## src/rtl/crc32_stream.sv

```systemverilog
// rtl/crc32_stream.sv - streaming CRC-32 (reflected) engine with byte count; optional residue check under CRC32_STREAM_CHECK_EN
module crc32_stream #(
  parameter int          DATA_WIDTH = 8,
  parameter logic [31:0] CRC_POLY   = 32'hEDB88320,
  parameter logic [31:0] CRC_INIT   = 32'hFFFFFFFF,
  parameter int          KEEP_WIDTH = (DATA_WIDTH == 4) ? 1 : DATA_WIDTH / 8
) (
  input  logic                  clk,
  input  logic                  rst,
  input  logic                  in_valid,
  input  logic [DATA_WIDTH-1:0] in_data,
  input  logic [KEEP_WIDTH-1:0] in_keep,
  input  logic                  in_last,
  input  logic                  in_abort,
  output logic [31:0]           crc_state,
  output logic                  out_valid,
  output logic [31:0]           out_crc,
  output logic [15:0]           out_len,
  output logic                  out_ok
);

  // A "unit" is a byte, or a nibble when the beat itself is a nibble.
  localparam int          UNIT_W    = (DATA_WIDTH == 4) ? 4 : 8;
  localparam int          NUM_UNITS = DATA_WIDTH / UNIT_W;
  // Nibble builds count nibbles, so they need one extra bit before halving.
  localparam logic [16:0] CNT_MAX   = (DATA_WIDTH == 4) ? 17'h1FFFF : 17'h0FFFF;

  typedef enum logic {IDLE, ACTIVE} state_t;

  state_t                state, state_next;
  logic [16:0]           cnt, cnt_next, cnt_fold;
  logic [17:0]           cnt_sum;
  logic [31:0]           crc_next, crc_fold;
  logic [KEEP_WIDTH-1:0] keep_eff;
  logic [2:0]            n_units;
  logic                  result;

  // Fold the enabled units of this beat into the register, lowest unit and bit first
  always_comb begin
    logic run;
    logic fb;
    run      = 1'b1;
    fb       = 1'b0;
    crc_fold = crc_state;
    n_units  = '0;
    // keep only matters on the last beat; an empty mask there means a full beat
    keep_eff = (in_last && (in_keep != '0)) ? in_keep : '1;
    for (int u = 0; u < NUM_UNITS; u++) begin
      // stop at the first cleared keep bit so a ragged mask never skips ahead
      run = run & keep_eff[u];
      if (run) begin
        n_units = n_units + 3'd1;
        for (int b = 0; b < UNIT_W; b++) begin
          fb       = crc_fold[0] ^ in_data[u*UNIT_W + b];
          crc_fold = {1'b0, crc_fold[31:1]} ^ (fb ? CRC_POLY : 32'h0);
        end
      end
    end
    cnt_sum  = {1'b0, cnt} + {15'd0, n_units};
    cnt_fold = (cnt_sum > {1'b0, CNT_MAX}) ? CNT_MAX : cnt_sum[16:0];
  end

  // Next state, register/counter update and result strobe
  always_comb begin
    state_next = state;
    crc_next   = crc_state;
    cnt_next   = cnt;
    result     = 1'b0;
    if (in_abort) begin
      state_next = IDLE;
      crc_next   = CRC_INIT;
      cnt_next   = '0;
    end else if (in_valid) begin
      if (in_last) begin
        // preset on the capturing edge so the next frame can start immediately
        result     = 1'b1;
        state_next = IDLE;
        crc_next   = CRC_INIT;
        cnt_next   = '0;
      end else begin
        state_next = ACTIVE;
        crc_next   = crc_fold;
        cnt_next   = cnt_fold;
      end
    end
  end

  // State, running register and registered result outputs
  always_ff @(posedge clk) begin
    if (rst) begin
      state     <= IDLE;
      crc_state <= CRC_INIT;
      cnt       <= '0;
      out_valid <= 1'b0;
      out_crc   <= '0;
      out_len   <= '0;
    end else begin
      state     <= state_next;
      crc_state <= crc_next;
      cnt       <= cnt_next;
      out_valid <= result;
      if (result) begin
        out_crc <= ~crc_fold;
        out_len <= (DATA_WIDTH == 4) ? cnt_fold[16:1] : cnt_fold[15:0];
      end
    end
  end

`ifdef CRC32_STREAM_CHECK_EN
  // Good-frame residue of the reflected CRC-32 when the FCS is folded in too
  localparam logic [31:0] RESIDUE = 32'hDEBB20E3;

  // Residue comparator, captured alongside the other result outputs
  always_ff @(posedge clk) begin
    if (rst) begin
      out_ok <= 1'b0;
    end else if (result) begin
      out_ok <= (crc_fold == RESIDUE);
    end
  end
`else
  assign out_ok = 1'b0;
`endif

endmodule
```

## config.mk

```make
export PLATFORM = sky130hd
export DESIGN_NAME = crc32_stream
export DESIGN_NICKNAME = d
export VERILOG_FILES = /design/src/rtl/crc32_stream.sv
export SDC_FILE = /design/constraint.sdc
export NUM_CORES = 1
export LEC_CHECK = 0
export CAP_MARGIN = 20
export CORE_ASPECT_RATIO = 1.1
export CORE_MARGIN = 2
export CORE_UTILIZATION = 29
export DETAILED_ROUTE_END_ITERATION = 8
export GPL_TIMING_DRIVEN = 0
export PLACE_DENSITY = 0.47
export SLEW_MARGIN = 15
export SYNTH_ARGS = -nofsm -noshare
export SYNTH_HDL_FRONTEND = slang
export SYNTH_SLANG_ARGS = --single-unit
```

## constraint.sdc

```tcl
create_clock -name clk -period 6.9 [get_ports clk]
set_clock_uncertainty 0.05 [all_clocks]
set_input_delay 1.38 -clock clk [delete_from_list [all_inputs] [get_ports clk]]
set_output_delay 1.38 -clock clk [all_outputs]
set_load 0.02 [all_outputs]
```

==> results_dict.tcl <==
set metrics [dict create \
    outcome "complete, no violations" \
    cts.path.max_buffers 2 \
    cts_tree "yes" \
    via_per_inst 4.98 \
    grt_pass1_vias 3960 \
    grt_max_degree 18 \
    layout_commonest_cell "dfxtp_1" \
    fmax_mhz 276 \
    syn_area_um2 4670 \
    r2r_cells 7 \
    r2r_setup_slack_ns 4.22 \
    ir_worst_vdd_mv 0.145 \
    worstHoldStart "out_crc[28]" \
    setup_slack_ns 3.28 \
    power.density_nw_per_um2 240 \
    cp-end-kind "flip-flop" \
    synth-edff-count 0 \
    antenna_left 0 \
    start_util_pct 29.7 \
    clk_latency_ns 0.35 \
    cts_buffers 9 \
    drtIter0Drc 286 \
    hpwl_um 11500 \
    synth_top_family_by_area "XOR/XNOR gates" \
    crit_type "in -> reg" \
    grt_pass1_wl_um 22900 \
    hold_viol_final 0 \
    synth-async-reset-ratio_pct 0 \
    reg2reg_to "out_len[10]" \
    hold_ws_ns 0.407 \
    yosys.area_share.xor_xnor_pct 19.5 \
    dieArea_um2 17100 \
    syn_to_final_growth_pct 31.8 \
    synthSimpleGateAreaFrac_pct 16.7 \
    crit_required_ns 7.12 \
    layout-drive-gt1-share_pct 6.53 \
    synth_warnings 0 \
    yosys.area_share.adder_pct 0.804 \
    portBuffers 92 \
    antenna_found_initial 0 \
    reg2reg_from "cnt[1]" \
    postSynthCellCount 505 \
    instances_no_fill 813 \
    h-tree-depth 3 \
    drt_first_pass_iters 4 \
    synth_ff_type "dfxtp_1" \
    muxShareOfSynthArea_pct 0.456 \
    maxCapViolCount 0 \
    post_cts_buffers 0 \
    hold-path-cell-count 2 \
    cp-start-kind "input port" \
    cts_hold_buf 0 \
    dr_total_vias 4050 \
    rsz0062_at_grt "no" \
    cp_max_fo 10 \
    synth.distinct_cells 57 \
    syn_area_per_cell_um2 9.24 \
    core_area_um2 15700 \
    dp_slack_ns 2.86 \
    cp.arrival_ns 3.85 \
    worst_slew_pin_slew_ns 0.925 \
    cts_resized 0 \
    grt-ovfl-total 0 \
    hold_class "reg -> reg" \
    fin_crit_sh_pct 52.5 \
    root_buffer "clkbuf_16" \
    grt_util_all_layers_pct 17.6 \
    layout_common_cells "dfxtp_1 (98), clkdlybuf4s50_1 (92), nor2_1 (73)" \
    num_rows 48 \
    synth_compound_area_share_pct 16.9 \
    wl_um 15000 \
    cts_sinks 98 \
    period_needed_ns 3.62 \
    hold_path_end "out_crc[28]" \
    ys_seq_elements 98 \
    finalSetupTns_ns 0 \
    ios 96 \
    placedCellCount 797 \
    slew_headroom_pct 37.5 \
    finalMaxSlewViolations 0 \
    yosysSeqAreaShare_pct 42.0 \
    die_y_um 137 \
    final_net_count 625 \
    fp.dieW_um 125 \
    drc 0 \
    leakagePower_nw 2.19 \
    diodes 0 \
    synth_fp_nets 522 \
    gp_congestion 0.849 \
    wl_per_cell_um 18.4 \
    setup_viol 0 \
    clk_pin_slew_ns 0.06 \
]
-- report_power, final --
group / switching [W] / total, W / internal, W / leakage, nW
Clock: 0.000233 / 0.000529 / 0.000296 / 0.151
Combinational: 0.000181 / 0.000338 / 0.000157 / 1.24
Sequential: 0.0000193 / 0.000608 / 0.000589 / 0.798
Total: 0.000434 / 0.00148 / 0.00104 / 2.19
-- kinds of logic (layout without fill, tap and decap cells) --
family / count (synthesis) / after routing
muxes: 2 / 2
adders and majority gates: 3 / 3
other: 2 / 2
buffers and inverters: 40 / 148
AOI/OAI and AO/OA: 117 / 117
and+or+nand+nor: 168 / 168
DFF: 98 / 98
xor gates and xnor gates: 75 / 75
-- cell usage after synthesis (2+ instances only) --
| cell type | n | area share [%] |
|---|---|---|
| nand3_1 | 7 | 0.75 |
| xnor3_2 | 2 | 1.0 |
| nor3_1 | 24 | 2.6 |
| xnor3_1 | 7 | 3.4 |
| o21ai_0 | 13 | 1.4 |
| a41o_1 | 2 | 0.43 |
| xnor2_2 | 7 | 2.4 |
| nor2_1 | 73 | 5.9 |
| xnor2_1 | 42 | 7.9 |
| xor3_1 | 2 | 1.0 |
| dfxtp_1 | 98 | 42 |
| o22ai_1 | 17 | 2.3 |
| a21boi_0 | 3 | 0.48 |
| inv_1 | 3 | 0.24 |
| and3_1 | 5 | 0.67 |
| nand2_1 | 36 | 2.9 |
| o311ai_0 | 2 | 0.38 |
| a21oi_1 | 25 | 2.7 |
| nand4_2 | 2 | 0.54 |
| nand4_1 | 2 | 0.27 |
| conb_1 | 2 | 0.16 |
| o22a_2 | 2 | 0.43 |
| a31oi_1 | 7 | 0.94 |
| buf_2 | 2 | 0.21 |
| clkbuf_1 | 31 | 2.5 |
| and2_1 | 3 | 0.40 |
| buf_1 | 2 | 0.16 |
| a311oi_1 | 12 | 2.3 |
| or3_1 | 2 | 0.27 |
| a21o_1 | 4 | 0.64 |
| o21a_1 | 6 | 0.97 |
| nor3b_1 | 4 | 0.64 |
| nand2b_1 | 2 | 0.27 |
| ha_1 | 3 | 0.80 |
| xor2_1 | 12 | 2.3 |
| a211oi_1 | 18 | 2.9 |
-- critical path, stage by stage --
cell	delay (ns)
clkdlybuf4s50_1	0.59
nand2_1	0.13
nor2_1	0.22
clkbuf_1	0.46
clkbuf_1	0.41
o311ai_0	0.43
a21oi_1	0.23
-- metal layers --
| layer | part of all wire (%) | routed length [um] | vias up | track usage (%) |
|---|---|---|---|---|
| li1 | - | - | 1979 | - |
| met1 | 45 | 6770 | 1943 | 22.1 |
| met5 | 0 | 0 | - | 0 |
| met2 | 49 | 7290 | 105 | 30.1 |
| met3 | 4.2 | 634 | 23 | 3.21 |
| met4 | 2.0 | 296 | 0 | 6.73 |
-- worst max-delay path by stage --
stage                          start  slack, ns           to  depth (start not counted)
after floorplan           in_data[6]       3.98  out_crc[25]                          5
after global placement      in_valid       2.87  out_len[14]                          7
after detailed placement    in_valid       2.86  out_len[14]                          7
after CTS                   in_valid       3.22  out_len[14]                          7
after global routing        in_valid       3.09  out_len[14]                          7
final                       in_valid       3.28  out_len[14]                          7
-- cell type report --
class | instances | area, um2
Clock buffer | 10 | 239
Sequential cell | 98 | 1960
Clock inverter | 6 | 75.1
Inverter | 3 | 11.3
Tap cell | 200 | 250
Buffer | 37 | 146
Timing Repair Buffer | 92 | 921
Multi-Input combinational cell | 367 | 2550
Fill cell | 1607 | 9580
-- metrics by stage --
step | area [um2] | total power, W | util [%]
2_1_floorplan | 4670 | 0.000841 | -
3_3_place_gp | 5840 | 0.000960 | 37.1
3_5_place_dp | 5840 | 0.000962 | 37.1
4_1_cts | 6150 | 0.00149 | 39.1
5_1_grt | 6150 | 0.00154 | 39.1
6_report | 6150 | 0.00148 | 39.1
-- state kept, by name (all words and copies together) (netlist names) --
name	cells
out_valid	1
cnt	17
out_crc	32
crc_state	32
out_len	16
No activity file was read; power rests on OpenSTA's default activity.
